$ cat config.mk
export PLATFORM = sky130hd
export DESIGN_NAME = dht11_frame_ctrl_flat
export DESIGN_NICKNAME = d
export VERILOG_FILES = /design/src/rtl/dht11_frame_ctrl_pkg.sv /design/src/rtl/dht11_frame_ctrl_if.sv /design/src/rtl/dht11_frame_ctrl_cycle_timer.sv /design/src/rtl/dht11_frame_ctrl.sv /design/src/flat_wrapper.sv
export SDC_FILE = /design/constraint.sdc
export NUM_CORES = 1
export LEC_CHECK = 0
export CAP_MARGIN = 0
export CORE_MARGIN = 10
export CORE_UTILIZATION = 50
export CTS_CLUSTER_SIZE = 8
export DETAILED_ROUTE_END_ITERATION = 6
export GPL_ROUTABILITY_DRIVEN = 0
export PLACE_DENSITY_LB_ADDON = 0.12
export SLEW_MARGIN = 20
export SYNTH_ARGS = -nofsm -noshare
export SYNTH_HDL_FRONTEND = slang
export SYNTH_SLANG_ARGS = --single-unit
$ cat constraint.sdc
create_clock -name clk -period 3.5 [get_ports clk]
set_input_delay 0.35 -clock clk [delete_from_list [all_inputs] [get_ports clk]]
set_output_delay 0.35 -clock clk [all_outputs]
set_load 0.05 [all_outputs]
$ cat src/rtl/dht11_frame_ctrl_pkg.sv
// Shared types and constants for the DHT11 poll/frame controller: state encoding,
// error codes, frame geometry, default command/header bytes and the checksum helper.
package dht11_frame_ctrl_pkg;

   typedef enum logic [1:0] {
      ST_IDLE  = 2'd0,
      ST_SEND  = 2'd1,
      ST_RECV  = 2'd2,
      ST_CHECK = 2'd3
   } state_t;

   typedef enum logic [1:0] {
      ERR_NONE = 2'b00,
      ERR_HDR  = 2'b01,
      ERR_CHK  = 2'b10,
      ERR_TMO  = 2'b11
   } err_t;

   localparam int unsigned FRAME_LEN = 6;
   localparam int unsigned IDX_W     = 3;
   localparam int unsigned BYTE_W    = 8;
   localparam int unsigned SUM_W     = 10;

   localparam logic [BYTE_W-1:0] DEF_CMD_BYTE = 8'h55;
   localparam logic [BYTE_W-1:0] DEF_HDR_BYTE = 8'hAA;

   typedef struct packed {
      logic [BYTE_W-1:0] hum_int;
      logic [BYTE_W-1:0] hum_dec;
      logic [BYTE_W-1:0] temp_int;
      logic [BYTE_W-1:0] temp_dec;
   } reading_t;

   // Wide sum of the four payload bytes; the caller compares only the low byte.
   function automatic logic [BYTE_W-1:0] frame_sum(input reading_t r);
      logic [SUM_W-1:0] s;
      s = SUM_W'(r.hum_int) + SUM_W'(r.hum_dec) + SUM_W'(r.temp_int) + SUM_W'(r.temp_dec);
      return s[BYTE_W-1:0];
   endfunction

endpackage

$ cat src/rtl/dht11_frame_ctrl_if.sv
// Bus bundle between the frame controller (master) and the UART / storage side (slave).
// The statistics counters exist only when DHT_FRAME_STATS_EN is defined.
interface dht11_frame_ctrl_if;
   import dht11_frame_ctrl_pkg::*;

   logic              poll_en;
   logic              tx_busy;
   logic              tx_start;
   logic [BYTE_W-1:0] tx_data;
   logic [BYTE_W-1:0] rx_data;
   logic              rx_done;
   logic [BYTE_W-1:0] hum_int;
   logic [BYTE_W-1:0] hum_dec;
   logic [BYTE_W-1:0] temp_int;
   logic [BYTE_W-1:0] temp_dec;
   logic              frame_valid;
   logic              frame_err;
   err_t              err_code;
   logic              busy;
`ifdef DHT_FRAME_STATS_EN
   logic [15:0]       ok_cnt;
   logic [15:0]       err_cnt;
`endif

   modport master (
      input  poll_en, tx_busy, rx_data, rx_done,
      output tx_start, tx_data, hum_int, hum_dec, temp_int, temp_dec,
             frame_valid, frame_err, err_code, busy
`ifdef DHT_FRAME_STATS_EN
      , output ok_cnt, err_cnt
`endif
   );

   modport slave (
      output poll_en, tx_busy, rx_data, rx_done,
      input  tx_start, tx_data, hum_int, hum_dec, temp_int, temp_dec,
             frame_valid, frame_err, err_code, busy
`ifdef DHT_FRAME_STATS_EN
      , input ok_cnt, err_cnt
`endif
   );

endinterface

$ cat src/rtl/dht11_frame_ctrl_cycle_timer.sv
// Clear/enable cycle counter with a terminal-count flag at TERM-1; wraps to zero on terminal count.
module dht11_frame_ctrl_cycle_timer #(
   parameter int unsigned TERM = 2
) (
   input  logic clk,
   input  logic rst,
   input  logic clr,
   input  logic en,
   output logic tc_c
);
   localparam int unsigned CW = (TERM > 2) ? $clog2(TERM) : 1;

   logic [CW-1:0] cnt;

   assign tc_c = en && (cnt == CW'(TERM - 1));

   always_ff @(posedge clk) begin
      if (rst || clr || tc_c) cnt <= '0;
      else if (en)            cnt <= cnt + CW'(1);
   end

endmodule

$ cat src/rtl/dht11_frame_ctrl.sv
// DHT11 poll scheduler and response frame assembler: sends CMD_BYTE every poll period,
// collects a 6-byte reply, validates header/checksum. Optional DHT_FRAME_STATS_EN adds ok/err counters.
module dht11_frame_ctrl
   import dht11_frame_ctrl_pkg::*;
#(
   parameter int unsigned       CLK_FREQ   = 1_000_000,
   parameter int unsigned       POLL_MS    = 2000,
   parameter int unsigned       TIMEOUT_MS = 100,
   parameter logic [BYTE_W-1:0] CMD_BYTE   = DEF_CMD_BYTE,
   parameter logic [BYTE_W-1:0] HDR_BYTE   = DEF_HDR_BYTE
) (
   input logic              clk,
   input logic              rst,
   dht11_frame_ctrl_if.master bus
);
   localparam int unsigned POLL_CYC = CLK_FREQ / 1000 * POLL_MS;
   localparam int unsigned TMO_CYC  = CLK_FREQ / 1000 * TIMEOUT_MS;

   state_t            state;
   logic [IDX_W-1:0]  idx;
   reading_t          frame_q;
   logic [BYTE_W-1:0] chk_q;
   reading_t          rd_q;
   logic              poll_tc_c;
   logic              tmo_tc_c;

   dht11_frame_ctrl_cycle_timer #(.TERM(POLL_CYC)) u_poll_tmr (
      .clk  (clk),
      .rst  (rst),
      .clr  ((state != ST_IDLE) || !bus.poll_en),
      .en   (bus.poll_en),
      .tc_c (poll_tc_c)
   );

   dht11_frame_ctrl_cycle_timer #(.TERM(TMO_CYC)) u_tmo_tmr (
      .clk  (clk),
      .rst  (rst),
      .clr  (state != ST_RECV),
      .en   (1'b1),
      .tc_c (tmo_tc_c)
   );

   assign bus.hum_int  = rd_q.hum_int;
   assign bus.hum_dec  = rd_q.hum_dec;
   assign bus.temp_int = rd_q.temp_int;
   assign bus.temp_dec = rd_q.temp_dec;

   // Transaction FSM; timeout takes priority over a coincident received byte.
   always_ff @(posedge clk) begin
      if (rst) begin
         state           <= ST_IDLE;
         idx             <= '0;
         frame_q         <= '0;
         chk_q           <= '0;
         rd_q            <= '0;
         bus.tx_start    <= 1'b0;
         bus.tx_data     <= '0;
         bus.frame_valid <= 1'b0;
         bus.frame_err   <= 1'b0;
         bus.err_code    <= ERR_NONE;
         bus.busy        <= 1'b0;
      end else begin
         bus.tx_start    <= 1'b0;
         bus.frame_valid <= 1'b0;
         bus.frame_err   <= 1'b0;
         case (state)
            ST_IDLE: begin
               if (poll_tc_c) begin
                  state    <= ST_SEND;
                  bus.busy <= 1'b1;
               end
            end
            ST_SEND: begin
               if (!bus.tx_busy) begin
                  bus.tx_start <= 1'b1;
                  bus.tx_data  <= CMD_BYTE;
                  idx          <= '0;
                  state        <= ST_RECV;
               end
            end
            ST_RECV: begin
               if (tmo_tc_c) begin
                  bus.frame_err <= 1'b1;
                  bus.err_code  <= ERR_TMO;
                  bus.busy      <= 1'b0;
                  state         <= ST_IDLE;
               end else if (bus.rx_done) begin
                  if (idx == '0 && bus.rx_data != HDR_BYTE) begin
                     bus.frame_err <= 1'b1;
                     bus.err_code  <= ERR_HDR;
                     bus.busy      <= 1'b0;
                     state         <= ST_IDLE;
                  end else begin
                     case (idx)
                        IDX_W'(1): frame_q.hum_int  <= bus.rx_data;
                        IDX_W'(2): frame_q.hum_dec  <= bus.rx_data;
                        IDX_W'(3): frame_q.temp_int <= bus.rx_data;
                        IDX_W'(4): frame_q.temp_dec <= bus.rx_data;
                        IDX_W'(5): chk_q            <= bus.rx_data;
                        default: ;
                     endcase
                     idx <= idx + IDX_W'(1);
                     if (idx == IDX_W'(FRAME_LEN - 1)) state <= ST_CHECK;
                  end
               end
            end
            ST_CHECK: begin
               if (frame_sum(frame_q) == chk_q) begin
                  rd_q            <= frame_q;
                  bus.frame_valid <= 1'b1;
                  bus.err_code    <= ERR_NONE;
               end else begin
                  bus.frame_err <= 1'b1;
                  bus.err_code  <= ERR_CHK;
               end
               bus.busy <= 1'b0;
               state    <= ST_IDLE;
            end
            default: begin
               bus.busy <= 1'b0;
               state    <= ST_IDLE;
            end
         endcase
      end
   end

`ifdef DHT_FRAME_STATS_EN
   logic [15:0] ok_q;
   logic [15:0] bad_q;

   assign bus.ok_cnt  = ok_q;
   assign bus.err_cnt = bad_q;

   // Saturating outcome counters, bumped on the cycle each result pulse is visible.
   always_ff @(posedge clk) begin
      if (rst) begin
         ok_q  <= '0;
         bad_q <= '0;
      end else begin
         if (bus.frame_valid && ok_q != 16'hFFFF) ok_q  <= ok_q + 16'd1;
         if (bus.frame_err && bad_q != 16'hFFFF)  bad_q <= bad_q + 16'd1;
      end
   end
`endif

endmodule

$ cat src/flat_wrapper.sv
// flat-port wrapper written by rule: the top's interface ports become plain ports
module dht11_frame_ctrl_flat import dht11_frame_ctrl_pkg::*;
#(
   parameter int unsigned       CLK_FREQ   = 1_000_000,
   parameter int unsigned       POLL_MS    = 2000,
   parameter int unsigned       TIMEOUT_MS = 100,
   parameter logic [BYTE_W-1:0] CMD_BYTE   = DEF_CMD_BYTE,
   parameter logic [BYTE_W-1:0] HDR_BYTE   = DEF_HDR_BYTE
)
  (clk, rst, bus_poll_en, bus_tx_busy, bus_rx_data, bus_rx_done, bus_tx_start, bus_tx_data, bus_hum_int, bus_hum_dec, bus_temp_int, bus_temp_dec, bus_frame_valid, bus_frame_err, bus_err_code, bus_busy);
  dht11_frame_ctrl_if bus_i ();
  input logic clk;
  input logic rst;
  input wire logic [$bits(bus_i.poll_en)-1:0] bus_poll_en;
  input wire logic [$bits(bus_i.tx_busy)-1:0] bus_tx_busy;
  input wire logic [$bits(bus_i.rx_data)-1:0] bus_rx_data;
  input wire logic [$bits(bus_i.rx_done)-1:0] bus_rx_done;
  output wire logic [$bits(bus_i.tx_start)-1:0] bus_tx_start;
  output wire logic [$bits(bus_i.tx_data)-1:0] bus_tx_data;
  output wire logic [$bits(bus_i.hum_int)-1:0] bus_hum_int;
  output wire logic [$bits(bus_i.hum_dec)-1:0] bus_hum_dec;
  output wire logic [$bits(bus_i.temp_int)-1:0] bus_temp_int;
  output wire logic [$bits(bus_i.temp_dec)-1:0] bus_temp_dec;
  output wire logic [$bits(bus_i.frame_valid)-1:0] bus_frame_valid;
  output wire logic [$bits(bus_i.frame_err)-1:0] bus_frame_err;
  output wire logic [$bits(bus_i.err_code)-1:0] bus_err_code;
  output wire logic [$bits(bus_i.busy)-1:0] bus_busy;
  assign bus_i.poll_en = bus_poll_en;
  assign bus_i.tx_busy = bus_tx_busy;
  assign bus_i.rx_data = bus_rx_data;
  assign bus_i.rx_done = bus_rx_done;
  assign bus_tx_start = bus_i.tx_start;
  assign bus_tx_data = bus_i.tx_data;
  assign bus_hum_int = bus_i.hum_int;
  assign bus_hum_dec = bus_i.hum_dec;
  assign bus_temp_int = bus_i.temp_int;
  assign bus_temp_dec = bus_i.temp_dec;
  assign bus_frame_valid = bus_i.frame_valid;
  assign bus_frame_err = bus_i.frame_err;
  assign bus_err_code = bus_i.err_code;
  assign bus_busy = bus_i.busy;
  dht11_frame_ctrl #(.CLK_FREQ(CLK_FREQ), .POLL_MS(POLL_MS), .TIMEOUT_MS(TIMEOUT_MS), .CMD_BYTE(CMD_BYTE), .HDR_BYTE(HDR_BYTE)) u_core (.clk(clk), .rst(rst), .bus(bus_i));
endmodule
==> results.tsv, run 1 <==
stage	metric	value	unit
synth	Synth Instances	603	
placed_design	placed cell area	6510	sq um
route	Initial DRC Count	251	
synth	Synth Register Bits	122	
final_layout	Design Area, Final	7200	sq um
setup_path	Worst Setup End Kind	register	
sta	fin crit period	3.50	ns
sta	# setup viols final	0	
route	Total Routed Length	12.5	mm
pwr	P_leak	2.77	nW
placed_design	hpwl dp	8.65	mm
global_route	vias in the first global route	4259	
floorplan	DIE HEIGHT	128	um
route	DR WL/cell	15.1	um
final_layout	Ant. Diodes	0	
sta	Final WS setup	0.0000449	ns
pwr	worst vdd ir	0.300	mV
final_layout	Syn-to-layout area delta	24.1	%
setup_path	Critical Path Fanout Max	6	
clock_network	# H-tree levels	4	
floorplan	die area	16300	sq um
clock_network	worst skew pair latency	0.41	ns
setup_path	Setup CP Type	reg2reg	
placed_design	IO buf count	54	
sta	FMAX	286	MHz
final_layout	most common cell after layout, fill and taps aside	dfxtp_1	
synth	Main synth FF type	dfxtp_1	
worst_hold_path	min-delay worst type	reg2reg	
synth	Post-synth EDFFs	0	
placed_design	Cells after DPL	789	
synth	Yosys cell types	53	
pwr	PwrDens	441	nW/um^2
route	via count	4202	
global_route	first-pass GRT wire length	21.1	mm
global_route	pin count of the biggest net entering global routing	75	
job	max capacitance violation total	0	
route	post-route ant nets	0	
route	Vias/cell	5.08	
route	DRT Pass-1 Iters	4	
synth	sequential share of the synthesized area	0.421	
final_layout	final std cells w/o fill	827	
final_layout	commonest non-fill, non-tap cells in the layout	dfxtp_1 (120), nor2_1 (90), mux2i_1 (72), nand2b_1 (67), clkdlybuf4s50_1 (53)	
sta	period utilization	1.00	
global_route	Total GRT Usage	0.159	
sta	Final TNS setup	0	ns
sta	RSZ-0062 raised after global routing	yes	
final_layout	Final Util	0.633	
synth	Synth async-reset ratio	0	
clock_network	clk root buf	clkbuf_16	
floorplan	Chip Width	128	um
run_status	status	complete, no violations	
floorplan	initial cell density of the core	0.511	
sta	Setup Skew	0.00698	ns
clock_network	# clock sinks	122	
final_layout	NumNets Final	712	
sta	Worst slew margin	0.441	
setup_path	crit start category	register	
synth	Mapped Avg Cell Area	9.63	sq um
clock_network	TritonCTS buffer count	17	
placed_design	Post-Place Worst Slack	-0.0772	ns
global_route	antenna violations before repair	0	
floorplan	Row Count	39	
sta	Least-Margin Pin Slew	0.836	ns
synth	Post-Synthesis Cell Area	5800	sq um
clock_network	CTS tree	done	
route	DRC	0	
setup_path	Worst EP required	3.83	ns
clock_network	clock slew at reported path FFs	0.05	ns
sta	Final Max Slew Viols	0	
synth	YS warnings	0	
clock_network	CTS max path bufs	2	
setup_path	Arr. time, crit path	3.83	ns
final_layout	ratio of cells with drive above 1 in the final layout	0.102	
floorplan	Ports	59	
global_route	GR Overflow Total	0	
floorplan	core area	11400	sq um
sta	final hold vios	0	
==> sequential cells by signal (all words and copies together) (netlist names) <==
signal,flops
u_core.bus.tx_start,1
u_core.frame_q,32
u_core.bus.hum_dec,8
u_core.state,2
u_core.bus.busy,1
u_core.u_poll_tmr.cnt,21
u_core.bus.frame_err,1
u_core.chk_q,8
u_core.bus.temp_int,8
u_core.u_tmo_tmr.cnt,17
u_core.idx,3
u_core.bus.temp_dec,8
u_core.bus.err_code,2
u_core.bus.hum_int,8
u_core.bus.tx_data,1
u_core.bus.frame_valid,1
==> through the flow <==
stage | hold slack (ns) | total power, mW
2_1_floorplan | 0.413 | 1.47
3_3_place_gp | 0.424 | 1.50
3_5_place_dp | 0.434 | 1.50
4_1_cts | 0.446 | 3.21
5_1_grt | 0.467 | 3.27
6_report | 0.439 | 3.17
==> power by group <==
| part | internal (mW) | total (mW) | switching, mW |
|---|---|---|---|
| logic | 0.0289 | 0.0760 | 0.0471 |
| registers | 1.39 | 1.39 | 0.000647 |
| clock network | 1.09 | 1.71 | 0.613 |
==> worst max-delay path: stages, from the launching register on <==
cell,delay (ns)
dfxtp_2,0.33
fa_1,0.53
inv_1,0.05
fa_1,0.48
inv_1,0.05
ha_2,0.19
fa_2,0.37
nand3_1,0.09
nand2_1,0.08
a31oi_1,0.21
xnor2_1,0.13
buf_4,0.16
nor4_4,0.23
buf_4,0.21
buf_12,0.14
mux2i_1,0.18
==> path summary, 6_finish.rpt <==
check | startpoint | endpoint | slack [ns] | cells past startpoint
setup / recovery | u_core.frame_q[17] | u_core.bus.temp_dec[2] | 0.00004 | 15
hold / removal | u_core.u_tmo_tmr.cnt[0] | u_core.u_tmo_tmr.cnt[0] | 0.44 | 1
setup reg to reg | u_core.frame_q[17] | u_core.bus.temp_dec[2] | 0.00004 | 15
hold reg to reg | u_core.u_tmo_tmr.cnt[0] | u_core.u_tmo_tmr.cnt[0] | 0.44 | 1
==> logic make-up after synthesis <==
group | after synthesis | share of synthesized area
AO/OA/AOI/OAI | 36 | 0.0399
flip-flops | 122 | 0.421
AND/OR/NAND/NOR | 246 | 0.222
other | 1 | 0.000646
multiplexers | 72 | 0.124
adder cells (fa/ha/maj) | 28 | 0.0785
buffers and inverters | 50 | 0.0414
XOR/XNOR | 48 | 0.0724
==> layer usage <==
| layer | share of wire | vias up | track usage |
|---|---|---|---|
| li1 | - | 2155 | - |
| met1 | 0.46 | 1968 | 0.198 |
| met2 | 0.48 | 66 | 0.253 |
| met3 | 0.041 | 13 | 0.0455 |
| met4 | 0.013 | 0 | 0.0623 |
| met5 | 0 | - | 0 |
==> final cells by class <==
class,instances,area [sq um]
fillers,958,4170
multi-input cells,434,3140
flip-flops and latches,122,2440
repair buffers,76,774
clock buffers,20,467
well taps,143,179
clock inverters,12,123
inverters,20,75.1
==> synthesized netlist by cell type, types with 2 or more instances <==
library cell	instances	area [sq um]
fa_1	14	280
xnor2_1	21	184
o21ai_0	6	30.0
a31oi_1	2	12.5
nand2_1	22	82.6
buf_6	3	33.8
or3_2	3	22.5
mux2i_1	72	721
o31ai_1	2	15.0
dfxtp_1	122	2440
nor3_1	6	30.0
nand2b_1	67	419
nand3_1	16	80.1
ha_1	14	175
buf_2	3	15.0
nor3b_1	2	15.0
and3_1	6	37.5
and4_1	3	26.3
a21oi_1	14	70.1
inv_1	20	75.1
nor4_1	2	12.5
xor2_1	27	236
nor2_1	90	338
nor4b_1	2	17.5
buf_4	7	52.6
nor4bb_1	2	20.0
nand4_1	11	68.8
and2_1	2	12.5
clkbuf_1	17	63.8
or3_1	2	12.5
==> what timing repair did <==
item / 4_1_cts / 5_1_grt
hold buffers: 0 / 0
cloned: 2 / 1
pin swaps: 6 / 3
buffers inserted: 2 / 1
resized for setup: 5 / 4
setup endpoints to repair: 33 / 33
(Power assumes the default switching activity.)
==> inputs of run 2 (changes only) <==
--- a/config.mk
+++ b/config.mk
@@ -7,10 +7,12 @@
 export LEC_CHECK = 0
 export CAP_MARGIN = 0
 export CORE_MARGIN = 10
-export CORE_UTILIZATION = 50
+export CORE_UTILIZATION = 40
+export CTS_CLUSTER_DIAMETER = 120
 export CTS_CLUSTER_SIZE = 8
 export DETAILED_ROUTE_END_ITERATION = 6
 export GPL_ROUTABILITY_DRIVEN = 0
+export HOLD_SLACK_MARGIN = 0.05
 export PLACE_DENSITY_LB_ADDON = 0.12
 export SLEW_MARGIN = 20
 export SYNTH_ARGS = -nofsm -noshare
==> results.tsv, run 2 (synthesis results as in run 1) <==
stage	metric	value	unit
sta	Least-Margin Pin Slew	0.744	ns
placed_design	Post-Place Worst Slack	-0.0792	ns
setup_path	flop2flop setup slack	0.01	ns
setup_path	Worst Setup End Kind	register	
sta	Final WS setup	0.0145	ns
pwr	P_leak	2.83	nW
route	Initial DRC Count	165	
clock_network	CTS max path bufs	2	
sta	# setup viols final	0	
sta	Setup Skew	0.0200	ns
floorplan	core area	14000	sq um
final_layout	Ant. Diodes	0	
route	DR WL/cell	15.0	um
setup_path	Critical R2R Capture	u_core.bus.temp_int[1]	
setup_path	CP Capture Point	u_core.bus.temp_int[1]	
pwr	PwrDens	454	nW/um^2
floorplan	Chip Width	140	um
setup_path	Crit Reg-Reg Startpoint	u_core.frame_q[9]	
placed_design	placed cell area	6580	sq um
setup_path	crit path from	u_core.frame_q[9]	
floorplan	die area	19700	sq um
clock_network	# clock sinks	122	
setup_path	Worst Reg-to-Reg Cells	13	
clock_network	TritonCTS buffer count	17	
final_layout	ratio of cells with drive above 1 in the final layout	0.110	
job	max capacitance violation total	0	
global_route	Total GRT Usage	0.137	
final_layout	Design Area, Final	7330	sq um
setup_path	Critical Path Fanout Max	9	
final_layout	NumNets Final	717	
route	DRT Pass-1 Iters	4	
sta	Worst slew margin	0.503	
global_route	first-pass GRT wire length	22.0	mm
global_route	antenna violations before repair	0	
setup_path	Worst EP required	3.81	ns
placed_design	hpwl dp	9.21	mm
clock_network	clock slew at reported path FFs	0.06	ns
route	DRC	0	
route	Vias/cell	4.88	
clock_network	hold-fix buffers at CTS	0	
clock_network	worst skew pair latency	0.42	ns
sta	RSZ-0062 raised after global routing	yes	
global_route	pin count of the biggest net entering global routing	67	
floorplan	Ports	59	
route	Total Routed Length	13.0	mm
global_route	vias in the first global route	4268	
global_route	GR Overflow Total	0	
final_layout	Syn-to-layout area delta	26.3	%
worst_hold_path	Hold Path Cell Cnt	1	
placed_design	IO buf count	54	
floorplan	initial cell density of the core	0.413	
final_layout	most common cell after layout, fill and taps aside	dfxtp_1	
sta	final hold vios	0	
final_layout	Largest register FFs	32	
setup_path	Setup CP Type	reg2reg	
clock_network	CTS tree	done	
setup_path	Arr. time, crit path	3.79	ns
final_layout	Largest Register	u_core.frame_q	
floorplan	Row Count	43	
sta	fin crit period	3.49	ns
route	post-route ant nets	0	
route	via count	4244	
final_layout	final std cells w/o fill	869	
pwr	worst vdd ir	0.282	mV
final_layout	Top Registers	u_core.frame_q x32, u_core.u_poll_tmr.cnt x21, u_core.u_tmo_tmr.cnt x17	
setup_path	crit start category	register	
final_layout	commonest non-fill, non-tap cells in the layout	dfxtp_1 (120), nor2_1 (90), mux2i_1 (72), nand2b_1 (67), clkdlybuf4s50_1 (53)	
floorplan	DIE HEIGHT	140	um
sta	FMAX	287	MHz
clock_network	clk root buf	clkbuf_16	
worst_hold_path	min-delay worst type	reg2reg	
sta	Final Max Slew Viols	0	
sta	period utilization	0.996	
run_status	status	complete, no violations	
clock_network	# H-tree levels	4	
placed_design	Cells after DPL	831	
run 2: cell count changes in the layout (fill, tap and decap cells not counted), moves of 3 or more:
cell        delta
buf_4          +5
clkinvlp_4     -5
clkbuf_8       +4
clkinv_2       -4
clkbuf_1       +3
run 2: layout make-up:
class / instances / area [sq um]
multi-input combinational: 434 / 3150
fill: 1254 / 6710
clock inverter: 5 / 104
sequential: 122 / 2440
inverter: 20 / 75.1
clock buffer: 27 / 533
timing repair buffer: 81 / 796
tap: 180 / 225
run 2: worst max-delay path, cell delays in order, from the launching register on:
cell and delay, ns:
dfxtp_2 0.32, fa_1 0.55, inv_2 0.05, fa_1 0.50
inv_1 0.05, ha_2 0.20, fa_2 0.54, xor2_1 0.06
nor3_1 0.12, nand4_1 0.13, buf_4 0.17, or4_4 0.41
buf_6 0.17, mux2i_1 0.13
run 2: how the worst min path moves through the flow:
stage,startpoint,endpoint
final,u_core.u_tmo_tmr.cnt[0],u_core.u_tmo_tmr.cnt[0]
after floorplan,u_core.u_poll_tmr.cnt[0],u_core.u_poll_tmr.cnt[0]
after global routing,u_core.u_poll_tmr.cnt[0],u_core.u_poll_tmr.cnt[0]
after detailed placement,u_core.u_tmo_tmr.cnt[0],u_core.u_tmo_tmr.cnt[0]
after CTS,u_core.u_tmo_tmr.cnt[0],u_core.u_tmo_tmr.cnt[0]
after global placement,u_core.u_poll_tmr.cnt[0],u_core.u_poll_tmr.cnt[0]
run 2: metal layers:
layer,up-vias,routed length (um),track usage,part of all wire
li1,2156,-,-,-
met1,1990,6270,0.176,0.48
met2,83,5950,0.207,0.46
met3,15,571,0.0450,0.044
met4,0,234,0.0549,0.018
met5,-,0,0,0
run 2: repair_timing:
action	4_1_cts	5_1_grt
cloned	2	1
endpoints found under the hold margin	0	0
resized for setup	10	5
pin swaps	6	0
setup endpoints to repair	33	34
setup buffers	5	0
run 2: power by group:
part           internal, mW  total, mW  switching, mW
registers              1.39       1.39       0.000616
clock network          1.25       1.86          0.606
logic                0.0302     0.0779         0.0477
total                  2.67       3.33          0.655
run 2: through the flow:
step | power, mW | hold slack, ns | util | TNS (ns)
floorplan | 1.47 | 0.413 | - | 0
global placement | 1.50 | 0.425 | 0.469 | -0.0341
detailed placement | 1.50 | 0.433 | 0.469 | -1.74
CTS | 3.37 | 0.442 | 0.522 | -0.232
global route | 3.44 | 0.478 | 0.522 | -3.91
finish | 3.33 | 0.436 | 0.522 | 0
==> inputs of run 3 (changes only) <==
--- a/config.mk
+++ b/config.mk
@@ -6,8 +6,9 @@
 export NUM_CORES = 1
 export LEC_CHECK = 0
 export CAP_MARGIN = 0
+export CORE_ASPECT_RATIO = 2
 export CORE_MARGIN = 10
-export CORE_UTILIZATION = 40
+export CORE_UTILIZATION = 51
 export CTS_CLUSTER_DIAMETER = 120
 export CTS_CLUSTER_SIZE = 8
 export DETAILED_ROUTE_END_ITERATION = 6
==> constraint.sdc (replaced) <==
create_clock -name clk -period 3.5 [get_ports clk]
set_input_delay 0.7 -clock clk [delete_from_list [all_inputs] [get_ports clk]]
set_output_delay 0.7 -clock clk [all_outputs]
set_load 0.05 [all_outputs]
==> results.tsv, run 3 (synthesis results as in run 1) <==
stage	metric	value	unit
run_status	status	finished, violations left	
run_status	failing checks	negative setup slack	
clock_network	worst skew pair latency	0.42	ns
clock_network	# clock sinks	122	
placed_design	Post-Place Worst Slack	-0.119	ns
route	DRC	0	
placed_design	placed cell area	6540	sq um
setup_path	Worst Path Buf+Inv	4	
clock_network	CTS tree	done	
worst_hold_path	min-delay worst type	reg2reg	
setup_path	flop2flop setup slack	-0.12	ns
route	DRT Pass-1 Iters	4	
setup_path	Critical R2R Capture	u_core.bus.temp_int[0]	
final_layout	FILL cells	930	
sta	RSZ-0062 raised after global routing	yes	
setup_path	CP Capture Point	u_core.bus.temp_int[0]	
sta	Least-Margin Pin Slew	0.625	ns
pwr	P_leak	2.83	nW
route	via count	4371	
clock_network	# H-tree levels	4	
final_layout	Design Area, Final	7330	sq um
sta	FMAX	276	MHz
setup_path	Crit Reg-Reg Startpoint	u_core.frame_q[1]	
sta	fin crit period	3.62	ns
route	post-route ant nets	0	
route	DR WL/cell	16.7	um
pwr	Final Total Pwr	3.24	mW
setup_path	crit path from	u_core.frame_q[1]	
floorplan	initial cell density of the core	0.517	
final_layout	commonest non-fill, non-tap cells in the layout	dfxtp_1 (120), nor2_1 (89), mux2i_1 (72), nand2b_1 (67), clkdlybuf4s50_1 (53)	
sta	# setup viols final	13	
global_route	first-pass GRT wire length	22.3	mm
job	max capacitance violation total	0	
final_layout	NumNets Final	721	
route	Total Routed Length	13.9	mm
setup_path	Setup CP Type	reg2reg	
final_layout	Ant. Diodes	0	
global_route	GR Overflow Total	0	
final_layout	Top Registers	u_core.frame_q x32, u_core.u_poll_tmr.cnt x21, u_core.u_tmo_tmr.cnt x17	
sta	Worst slew margin	0.583	
setup_path	crit start category	register	
clock_network	TritonCTS buffer count	17	
sta	final hold vios	0	
floorplan	Row Count	55	
final_layout	Largest Register	u_core.frame_q	
clock_network	clock slew at reported path FFs	0.05	ns
setup_path	Worst EP required	3.79	ns
pwr	worst vdd ir	0.364	mV
floorplan	Chip Width	95.4	um
setup_path	cell breakdown of the critical path	fa_1, inv_2, fa_1, inv_2, ha_4, fa_2, xor2_1, nor3_1, nand4_1, buf_4, or4_4, buf_8, mux2i_1	
setup_path	Worst path slowest cell	fa_1	
route	Initial DRC Count	164	
floorplan	Ports	59	
setup_path	CP delay by family, top	adder cells	
route	Vias/cell	5.25	
global_route	Total GRT Usage	0.178	
global_route	vias in the first global route	4569	
sta	period utilization	1.04	
final_layout	Largest register FFs	32	
clock_network	clk root buf	clkbuf_16	
sta	Final WS setup	-0.123	ns
placed_design	IO buf count	54	
setup_path	Levels on crit path	13	
floorplan	core area	11200	sq um
setup_path	Worst Reg-to-Reg Cells	13	
floorplan	die area	16300	sq um
setup_path	Worst Setup End Kind	register	
global_route	pin count of the biggest net entering global routing	65	
final_layout	ratio of cells with drive above 1 in the final layout	0.120	
setup_path	Crit path largest cell delay	0.55	ns
final_layout	most common cell after layout, fill and taps aside	dfxtp_1	
setup_path	Arr. time, crit path	3.91	ns
placed_design	hpwl dp	9.59	mm
floorplan	DIE HEIGHT	171	um
clock_network	hold-fix buffers at CTS	0	
pwr	PwrDens	442	nW/um^2
sta	Setup Skew	0.0112	ns
sta	Final Max Slew Viols	0	
global_route	antenna violations before repair	0	
setup_path	Critical Path Fanout Max	5	
final_layout	Syn-to-layout area delta	26.3	%
clock_network	CTS max path bufs	2	
-- run 3: how the worst min path moves through the flow --
stage	from	endpoint	slack, ns	cells past startpoint
floorplan	u_core.u_poll_tmr.cnt[0]	u_core.u_poll_tmr.cnt[0]	0.41	1
global placement	u_core.u_poll_tmr.cnt[0]	u_core.u_poll_tmr.cnt[0]	0.42	1
detailed placement	u_core.u_tmo_tmr.cnt[0]	u_core.u_tmo_tmr.cnt[0]	0.43	1
CTS	u_core.u_tmo_tmr.cnt[0]	u_core.u_tmo_tmr.cnt[0]	0.44	1
global route	u_core.u_tmo_tmr.cnt[0]	u_core.u_tmo_tmr.cnt[0]	0.47	1
finish	u_core.u_tmo_tmr.cnt[0]	u_core.u_tmo_tmr.cnt[0]	0.44	1
-- run 3: area by class of cell --
class,count,area (sq um),share of cell area
multi-input cells,434,3210,0.437
flip-flops and latches,122,2440,0.334
repair buffers,85,832,0.114
clock buffers,23,478,0.0652
well taps,142,178,0.0242
clock inverters,7,116,0.0159
inverters,20,75.1,0.0102
-- run 3: through the flow --
step,setup TNS (ns),utilization,hold slack (ns),cells
detailed placement,-2.47,0.583,0.434,794
CTS,-1.04,0.652,0.441,835
finish,-0.845,0.653,0.439,833
floorplan,0,-,0.413,606
global route,-4.38,0.653,0.466,833
global placement,0,0.583,0.424,794
-- run 3: power breakdown --
group / switching, mW / internal, mW
registers: 0.000682 / 1.39
clock network: 0.598 / 1.17
logic: 0.0494 / 0.0317
total: 0.648 / 2.59
-- run 3: worst reg2reg max path: stages, from the launching register on --
cell,delay (ns)
dfxtp_2,0.33
fa_1,0.55
inv_2,0.04
fa_1,0.52
inv_2,0.05
ha_4,0.16
fa_2,0.53
xor2_1,0.06
nor3_1,0.18
nand4_1,0.16
buf_4,0.18
or4_4,0.46
buf_8,0.17
mux2i_1,0.12
-- run 3: routing by layer --
metal | share of wire | GRT usage
met5 | 0 | 0
met4 | 0.045 | 0.106
met3 | 0.045 | 0.0408
met2 | 0.55 | 0.328
met1 | 0.36 | 0.171
-- run 3: timing repair --
action	CTS	global route
setup buffers	8	0
endpoints found under the setup margin	32	34
pin swaps	9	15
resized for setup	15	12
cloned	4	0
